File: src/rtl/proc_scheduler.sv
// Round-robin process scheduler: per-slot process table, time-slice counter and dispatch FSM.
// Optional macro PROC_SCHED_STATS_EN adds a saturating 16-bit preempt_count output.
module proc_scheduler #(
  parameter int DATA_WIDTH  = 32,
  parameter int NUM_PROCS   = 4,
  parameter int SLICE_W     = 16,
  parameter int SLICE_RESET = 100,
  localparam int ID_W       = $clog2(NUM_PROCS)
) (
  input  logic                  clock,
  input  logic                  reset,
  input  logic                  count_en,
  input  logic                  slice_load,
  input  logic [SLICE_W-1:0]    slice_value,
  input  logic                  create_valid,
  input  logic [DATA_WIDTH-1:0] create_base,
  input  logic [DATA_WIDTH-1:0] create_pc,
  output logic                  create_ready,
  output logic [ID_W-1:0]       create_id,
  input  logic                  finish,
  input  logic                  ctx_save,
  input  logic [DATA_WIDTH-1:0] ctx_pc,
  input  logic                  dispatch,
  output logic                  preempt,
  output logic                  next_valid,
  output logic [ID_W-1:0]       next_id,
  output logic [DATA_WIDTH-1:0] next_base,
  output logic [DATA_WIDTH-1:0] next_pc,
  output logic [ID_W-1:0]       cur_id,
  output logic                  running,
  output logic [NUM_PROCS-1:0]  active_mask
`ifdef PROC_SCHED_STATS_EN
  ,
  output logic [15:0]           preempt_count
`endif
);

  typedef enum logic [1:0] {S_IDLE, S_RUN, S_EXPIRED, S_SWITCH} state_e;

  state_e                  state_q, state_d;
  logic [NUM_PROCS-1:0]    valid_q, valid_d;
  logic [DATA_WIDTH-1:0]   base_q [NUM_PROCS];
  logic [DATA_WIDTH-1:0]   base_d [NUM_PROCS];
  logic [DATA_WIDTH-1:0]   pc_q   [NUM_PROCS];
  logic [DATA_WIDTH-1:0]   pc_d   [NUM_PROCS];
  logic [ID_W-1:0]         cur_id_q, cur_id_d;
  logic [SLICE_W-1:0]      counter_q, counter_d;
  logic [SLICE_W-1:0]      quantum_q, quantum_d;
  logic                    preempt_q, preempt_d;
  logic                    running_q, running_d;

  logic                    free_found, sel_found, finish_hit;
  logic [ID_W-1:0]         free_idx, sel_idx, cand;

  // Lowest free slot for creation; round-robin successor of cur_id for dispatch.
  always_comb begin
    // NOTE: every combinational variable gets a default first, so no latch is inferred.
    free_found = 1'b0;
    free_idx   = '0;
    for (int i = 0; i < NUM_PROCS; i++) begin
      if (!free_found && !valid_q[i]) begin
        free_found = 1'b1;
        free_idx   = ID_W'(i);
      end
    end
    sel_found = 1'b0;
    sel_idx   = '0;
    cand      = '0;
    for (int i = 1; i <= NUM_PROCS; i++) begin
      cand = cur_id_q + ID_W'(i);
      if (!sel_found && valid_q[cand]) begin
        sel_found = 1'b1;
        sel_idx   = cand;
      end
    end
  end

  always_comb begin
    state_d    = state_q;
    valid_d    = valid_q;
    base_d     = base_q;
    pc_d       = pc_q;
    cur_id_d   = cur_id_q;
    counter_d  = counter_q;
    quantum_d  = slice_load ? slice_value : quantum_q;
    preempt_d  = 1'b0;
    finish_hit = finish && (state_q == S_RUN || state_q == S_EXPIRED);

    // Finish clears first so a create into the same slot wins.
    if (finish_hit) valid_d[cur_id_q] = 1'b0;
    if (create_valid && free_found) begin
      valid_d[free_idx] = 1'b1;
      base_d[free_idx]  = create_base;
      pc_d[free_idx]    = create_pc;
    end

    case (state_q)
      S_IDLE, S_SWITCH: begin
        if (dispatch && sel_found) begin
          state_d   = S_RUN;
          cur_id_d  = sel_idx;
          counter_d = quantum_q;
        end
      end
      S_RUN: begin
        if (finish_hit) begin
          state_d = (|valid_d) ? S_SWITCH : S_IDLE;
        end else if (count_en && counter_q != '0) begin
          counter_d = counter_q - SLICE_W'(1);
          if (counter_q == SLICE_W'(1)) begin
            state_d   = S_EXPIRED;
            preempt_d = 1'b1;
          end
        end
      end
      S_EXPIRED: begin
        if (finish_hit) begin
          state_d = (|valid_d) ? S_SWITCH : S_IDLE;
        end else if (ctx_save) begin
          pc_d[cur_id_q] = ctx_pc;
          state_d        = S_SWITCH;
        end
      end
      default: state_d = S_IDLE;
    endcase

    running_d = (state_d == S_RUN) || (state_d == S_EXPIRED);
  end

  always_ff @(posedge clock or negedge reset) begin
    if (!reset) begin
      state_q   <= S_IDLE;
      valid_q   <= '0;
      cur_id_q  <= '0;
      counter_q <= '0;
      quantum_q <= SLICE_W'(SLICE_RESET);
      preempt_q <= 1'b0;
      running_q <= 1'b0;
      // NOTE: the table is a flop array rather than a RAM, so it can and must be cleared on reset.
      for (int i = 0; i < NUM_PROCS; i++) begin
        base_q[i] <= '0;
        pc_q[i]   <= '0;
      end
    end else begin
      // NOTE: <= keeps every flop sampling pre-edge values regardless of statement order.
      state_q   <= state_d;
      valid_q   <= valid_d;
      cur_id_q  <= cur_id_d;
      counter_q <= counter_d;
      quantum_q <= quantum_d;
      preempt_q <= preempt_d;
      running_q <= running_d;
      base_q    <= base_d;
      pc_q      <= pc_d;
    end
  end

`ifdef PROC_SCHED_STATS_EN
  logic [15:0] preempt_count_q, preempt_count_d;

  always_comb begin
    preempt_count_d = preempt_count_q;
    if (preempt_d && preempt_count_q != 16'hFFFF) preempt_count_d = preempt_count_q + 16'd1;
  end

  always_ff @(posedge clock or negedge reset) begin
    if (!reset) preempt_count_q <= '0;
    else        preempt_count_q <= preempt_count_d;
  end

  assign preempt_count = preempt_count_q;
`endif

  assign create_ready = free_found;
  assign create_id    = free_idx;
  assign next_valid   = sel_found;
  assign next_id      = sel_idx;
  assign next_base    = base_q[sel_idx];
  assign next_pc      = pc_q[sel_idx];
  assign cur_id       = cur_id_q;
  assign running      = running_q;
  assign preempt      = preempt_q;
  assign active_mask  = valid_q;

endmodule

File: config.mk
export PLATFORM = sky130hd
export DESIGN_NAME = proc_scheduler
export DESIGN_NICKNAME = d
export VERILOG_FILES = /design/src/rtl/proc_scheduler.sv
export SDC_FILE = /design/constraint.sdc
export NUM_CORES = 1
export LEC_CHECK = 0
export CORE_UTILIZATION = 50
export CTS_CLUSTER_SIZE = 25
export DETAILED_ROUTE_END_ITERATION = 8
export GPL_TIMING_DRIVEN = 0
export MAX_ROUTING_LAYER = met4
export PLACE_DENSITY_LB_ADDON = 0.05
export RECOVER_POWER = 25
export SKIP_CTS_REPAIR_TIMING = 1
export SYNTH_ARGS = -nofsm -noshare
export SYNTH_HDL_FRONTEND = slang
export SYNTH_SLANG_ARGS = --single-unit
File: constraint.sdc
create_clock -name clock -period 3.8 [get_ports clock]
set_input_delay 0.76 -clock clock [delete_from_list [all_inputs] [get_ports clock]]
set_output_delay 0.76 -clock clock [all_outputs]
set_load 0.03 [all_outputs]
======== After elaboration in Yosys (flattened, before gate mapping) ========
Index checks and enable logic that the tools add are counted.
word-level totals
  ROM bits ................................ 0
  bits in latches ......................... 0
  bits of input ports ..................... 120
  memories ................................ 0
  logic and storage cells ................. 139
  RAM bits ................................ 0
  flip-flop bits (word level) ............. 298
operators by class
  shift operators ......................... 0
  magnitude comparators ................... 12
  mux-type cells .......................... 62
  divide/modulo/power cells ............... 0
  equality and inequality tests ........... 9
  bitwise gates (word level) .............. 6
  $mul .................................... 0
  add/subtract/negate cells ............... 4
  reductions and logical operators ........ 31
operators with widths
  operator                                                    number
  two-way mux 128 bit                                         4
  bitwise mux 128 bit                                         3
  two-way mux 32 bit                                          6
  binary-select mux 32 bit (select 2 bit)                     2
  demux 32 bit (select 2 bit)                                 2
  two-way mux 16 bit                                          3
  one-hot mux 16 bit (2 select lines)                         1
  two-way mux 2 bit                                           13
  two-way mux 1 bit                                           19
  == test 16 x 1 -> 1 bit, second input constant              1
  nonzero test 16 bit                                         1
  subtractor 16 x 1 -> 16 bit, second input constant          1
  less-than comparator 2 x 3 -> 1 bit, second input constant  5
  logical AND 1 bit                                           14
  greater-or-equal comparator 3 bit, second input constant    3
  inverter 2 -> 3 bit                                         3
  binary-select mux 1 bit (select 2 bit)                      4
  logical NOT 1 bit                                           8
  two-way mux 4 bit                                           2
  == test 2 bit, second input constant                        3
  less-than comparator 3 x 1 -> 1 bit, second input constant  2
  one-hot mux 2 bit (3 select lines)                          1
  adder 2 bit, second input constant                          2
  AND 4 bit                                                   1
  other kinds (15)                                            20

======== Longest topological paths before layout ========
  depth after elaboration ................. 21
  depth in mapped cells ................... 12
  depth with buffers taken out ............ 7

======== Worst setup path before layout ========
Ideal clock, no wire load.
  kind .................................... register to output
  from .................................... register cur_id_q[1] (netlist: cur_id[1])
  to ...................................... output next_pc[22]
  arrival time ............................ 3080 ps
  path buffers ............................ 5
  stages on the path, launching flop included .. 13
  required time ........................... 3040 ps
  setup slack ............................. -40 ps
  path through ............................ dfrtp_1 clkbuf_1 inv_1 ha_1 buf_2 nor2b_1 a211o_1 nor3_1 buf_4 clkbuf_2 buf_2 o21ai_0 a32oi_1
on the way
  cells in the longest elaborated chain, start to end .. 17
  elaborated cells on any way between the ends .. 28
  those cells by class .................... 3 x add/sub; 18 x mux; 1 x bitwise; 6 x reduce/logical
RTL lines
  item                                                       RTL line  text
  start: declaration                                         46        logic [ID_W-1:0] cur_id_q, cur_id_d;
  start signal: assignment                                   148       cur_id_q <= cur_id_d;
  adder 2 x 1 -> 2 bit                                       70        cand = cur_id_q + ID_W'(i);
  binary-select mux 1 bit (select 2 bit)                     71        if (!sel_found && valid_q[cand]) begin
  two-way mux 1 bit (implied by the code)                    71
  two-way mux 1 bit                                          71
  logical NOT 1 bit                                          71
  logical AND 1 bit                                          71
  two-way mux 1 bit                                          71
  logical NOT 1 bit                                          71
  logical AND 1 bit                                          71
  two-way mux 1 bit                                          71
  logical NOT 1 bit                                          71
  logical AND 1 bit                                          71
  two-way mux 2 bit (*)                                      71
  inverter 2 -> 3 bit (implied by the code) (*)              179       assign next_pc = pc_q[sel_idx];
  binary-select mux 32 bit (select 2 bit) (*)                179
  two-way mux 32 bit (implied by the code) (*) (2 in a row)  179
  end: declaration                                           28        output logic [DATA_WIDTH-1:0] next_pc,
Every way passes the cells marked *; elsewhere a longest branch is shown, timed or not. The select of a mux whose other input is x is not followed.

======== Final worst setup path ========
  from .................................... register cur_id_q[0] (netlist: cur_id[0])
  to ...................................... output next_pc[11]
The elaborated chain is that of the path after synthesis.

==> results.md <==
* Syn_area_per_cell at between 10 and 15 µm²
* Min Clock Period, post-route at 4.05 ns
* Count leader, synth: dfrtp_1
* Worst Skew at ~0.022 ns
* Synth Area in XOR/XNOR at 0.00109
* Routed via count at around 14000
* WP data required at ~3.0 ns
* Final period util at 1.07
* CTS Sinks at slightly below 300
* Critical Setup Path Class: reg2out
* ANT nets after route at 0
* Primary FF master, synth: dfrtp_1
* Largest net degree at the start of global routing at around 80
* Synth Area in Simple Gates at 0.0832
* Fin area at 21200 µm²
* Warnings, synthesis at 0
* RSZ-0062 raised after global routing: yes
* Total grt overflow at 0
* Cell area after synthesis at approximately 16000 µm²
* Clk slew on worst S/H paths at approximately 0.06 ns
* #FFs+latches synth at a little under 300
* GRT Total Usage at 0.318
* Final Hold Fails at 0
* Placement Setup Slack at -1.35 ns
* Core ar. at between 30000 and 40000 µm²
* Worst hold start: base_q[69]$_DFFE_PN0P_
* Depth of the worst hold-timing path at 1
* Die Y at 181 µm
* Worst reg2reg setup slack at 0.92 ns
* Layout Nets at approximately 2000
* Final setup margin at -0.247 ns
* Seq/Total Area, Yosys at 0.466
* Row count at 65
* Final core occ at 0.673
* Max Slew Vio Count at 70
* Fraction of registers with async set/reset at 1.00
* Antenna violations before repair at 1
* # DRC at 0
* Max cap viols at 1
* Gate count of the mapped netlist at approximately 1600
* Rel. slew slack at -0.177
* H-tree levels at 2
* Iteration-0 DRC Markers at approximately 1200
* DIE AREA at about 33000 µm²
* Starting Density at 0.507
* Vias in the first global route at approximately 14000
* Crit path DAT at about 3.3 ns
* Hold endpoint: base_q[69]$_DFFE_PN0P_
* Hold Path Class: reg2reg
* Layout cells sized above 1 at 0.282
* Worst slew pin tran at between 1.5 and 2 ns
* Wire length per cell at ~23 µm
* RR Endpoint: pc_q[95]$_DFF_PN0_
* Compound-Gate Fraction of Synth Area at 0.214
* Buffers on Ports at between 150 and 200
* Worst r2r path cells at 9
* CTS Buffer Depth at 3
* CP startpoint kind: flop
* Setup violators final at 64
* Placer Congestion at just under 0.9
* Global-route wire length before repair at 79400 µm
* Synth Area in Adders at 0.00704
* Placed cells at 2178
* Ranking of synthesized cells by area: dfrtp_1 46%, mux2_2 10%, mux2i_1 8.1%, a21oi_1 4.5%, o21ai_0 4.3%
* CTS root buffer: clkbuf_16
* Hpwl dp at 33700 µm
* Routed WL at 52400 µm
* Placed instance area at roughly 19000 µm²
* Mux cell area share after synthesis at 0.184
* CTS Buf Count at 35
* Status: finished, violations left
* Vias per inst at ~6.3
* Synthesis-to-layout area growth at 32.7%
* Clk_lat worst skew at between 0.5 and 0.6 ns
* # IOs at between 150 and 200
* Max Clock Freq at around 250 MHz
* Post-synth top area share at 0.461
* Worst setup EP type: output port
* Synth unique cells at 57
* Die width at roughly 180 µm
* CP Max Fanout at 10
* Non-filler cells in the finished layout at ~2300
* Top cell type by total area after synthesis: dfrtp_1
* Failing checks: max-capacitance violations, max-slew violations, negative setup slack
* Crit Reg-Reg Startpoint: state_q[0]$_DFF_PN0_
* TritonCTS clock tree: built
* TritonRoute pass-1 iters at 5
* Syn Nets at 1706
* Post-synth EDFFs at 0
* Most instantiated cells after synthesis: 295 x dfrtp_1, 159 x nor2_1, 146 x mux2_2
* Largest family of logic cells by synthesized area: compound AO/OA/AOI/OAI gates
==> stage by stage <==
stage | TNS [ns] | hold slack (ns)
2_1_floorplan | 0 | 0.464
3_3_place_gp | -3444.64 | 0.480
3_5_place_dp | -73.56 | 0.486
4_1_cts | -112.94 | 0.195
5_1_grt | -15.74 | 0.508
6_report | -10.31 | 0.500
==> kinds of logic (layout without fill, tap and decap cells) <==
group,count (synthesis),count (layout)
compound gates,526,526
flops,298,298
simple gates,294,294
mux,276,276
buf+inv,172,448
fa+ha+maj,9,9
xor+xnor,2,2
other cells,0,1
==> final cells by class <==
class	instances	area, µm²
diodes	1	2.50
plain buffers	159	996
clock buffers	53	1030
clock inverters	9	56.3
fillers	2506	10300
inverters	12	50.0
multi-input cells	1107	9020
flip-flops and latches	298	7460
well taps	402	503
repair buffers	215	2110
==> worst max path at each step <==
stage               cells after the start                  start                 end  slack (ns)
finish                                 12  cur_id[0]$_DFFE_PN0P_         next_pc[11]       -0.25
detailed placement                     13  cur_id[1]$_DFFE_PN0P_         next_pc[22]       -1.35
floorplan                              11  cur_id[1]$_DFFE_PN0P_        next_base[0]        0.05
CTS                                    13  cur_id[1]$_DFFE_PN0P_         next_pc[22]       -1.95
global placement                        1                  reset  pc_q[81]$_DFF_PN0_      -11.40
global route                           12  cur_id[0]$_DFFE_PN0P_         next_pc[22]       -0.30
==> registers in the layout, summed over array words and instances (netlist names) <==
name	flops
base_q	128
pc_q	128
counter_q	16
quantum_q	16
active_mask	4
cur_id	2
state_q	2
preempt	1
running	1
==> worst max-delay path, stage by stage (launching register included) <==
cell and delay, ns:
dfrtp_1 0.41, buf_6 0.15, inv_6 0.04, ha_4 0.26, buf_6 0.11, nor2b_2 0.04
a211o_1 0.33, or3_4 0.47, buf_12 0.18, buf_12 0.16, a221oi_4 0.31, a32oi_2 0.11
buf_6 0.16
==> layout by cell type (no fill, tap or decap), types with 38 or more instances in the layout <==
cell type	instances
a21boi_0	67
a21oi_1	144
a221oi_4	38
a32oi_2	41
buf_2	44
buf_4	48
buf_6	46
clkbuf_1	47
clkbuf_16	38
clkdlybuf4s50_1	129
dfrtp_1	294
mux2_2	146
mux2i_1	129
nand3_1	66
nor2_1	159
o21ai_0	134
==> metal layers <==
metal | share of wire | track usage
met3 | 0.063 | 0.0494
met5 | 0 | -
met1 | 0.43 | 0.426
met4 | 0.028 | 0.117
met2 | 0.47 | 0.489
Power is left out: the tool's default activity adds up to more than one toggle a clock period on the data nets, which glitch-free logic cannot reach.
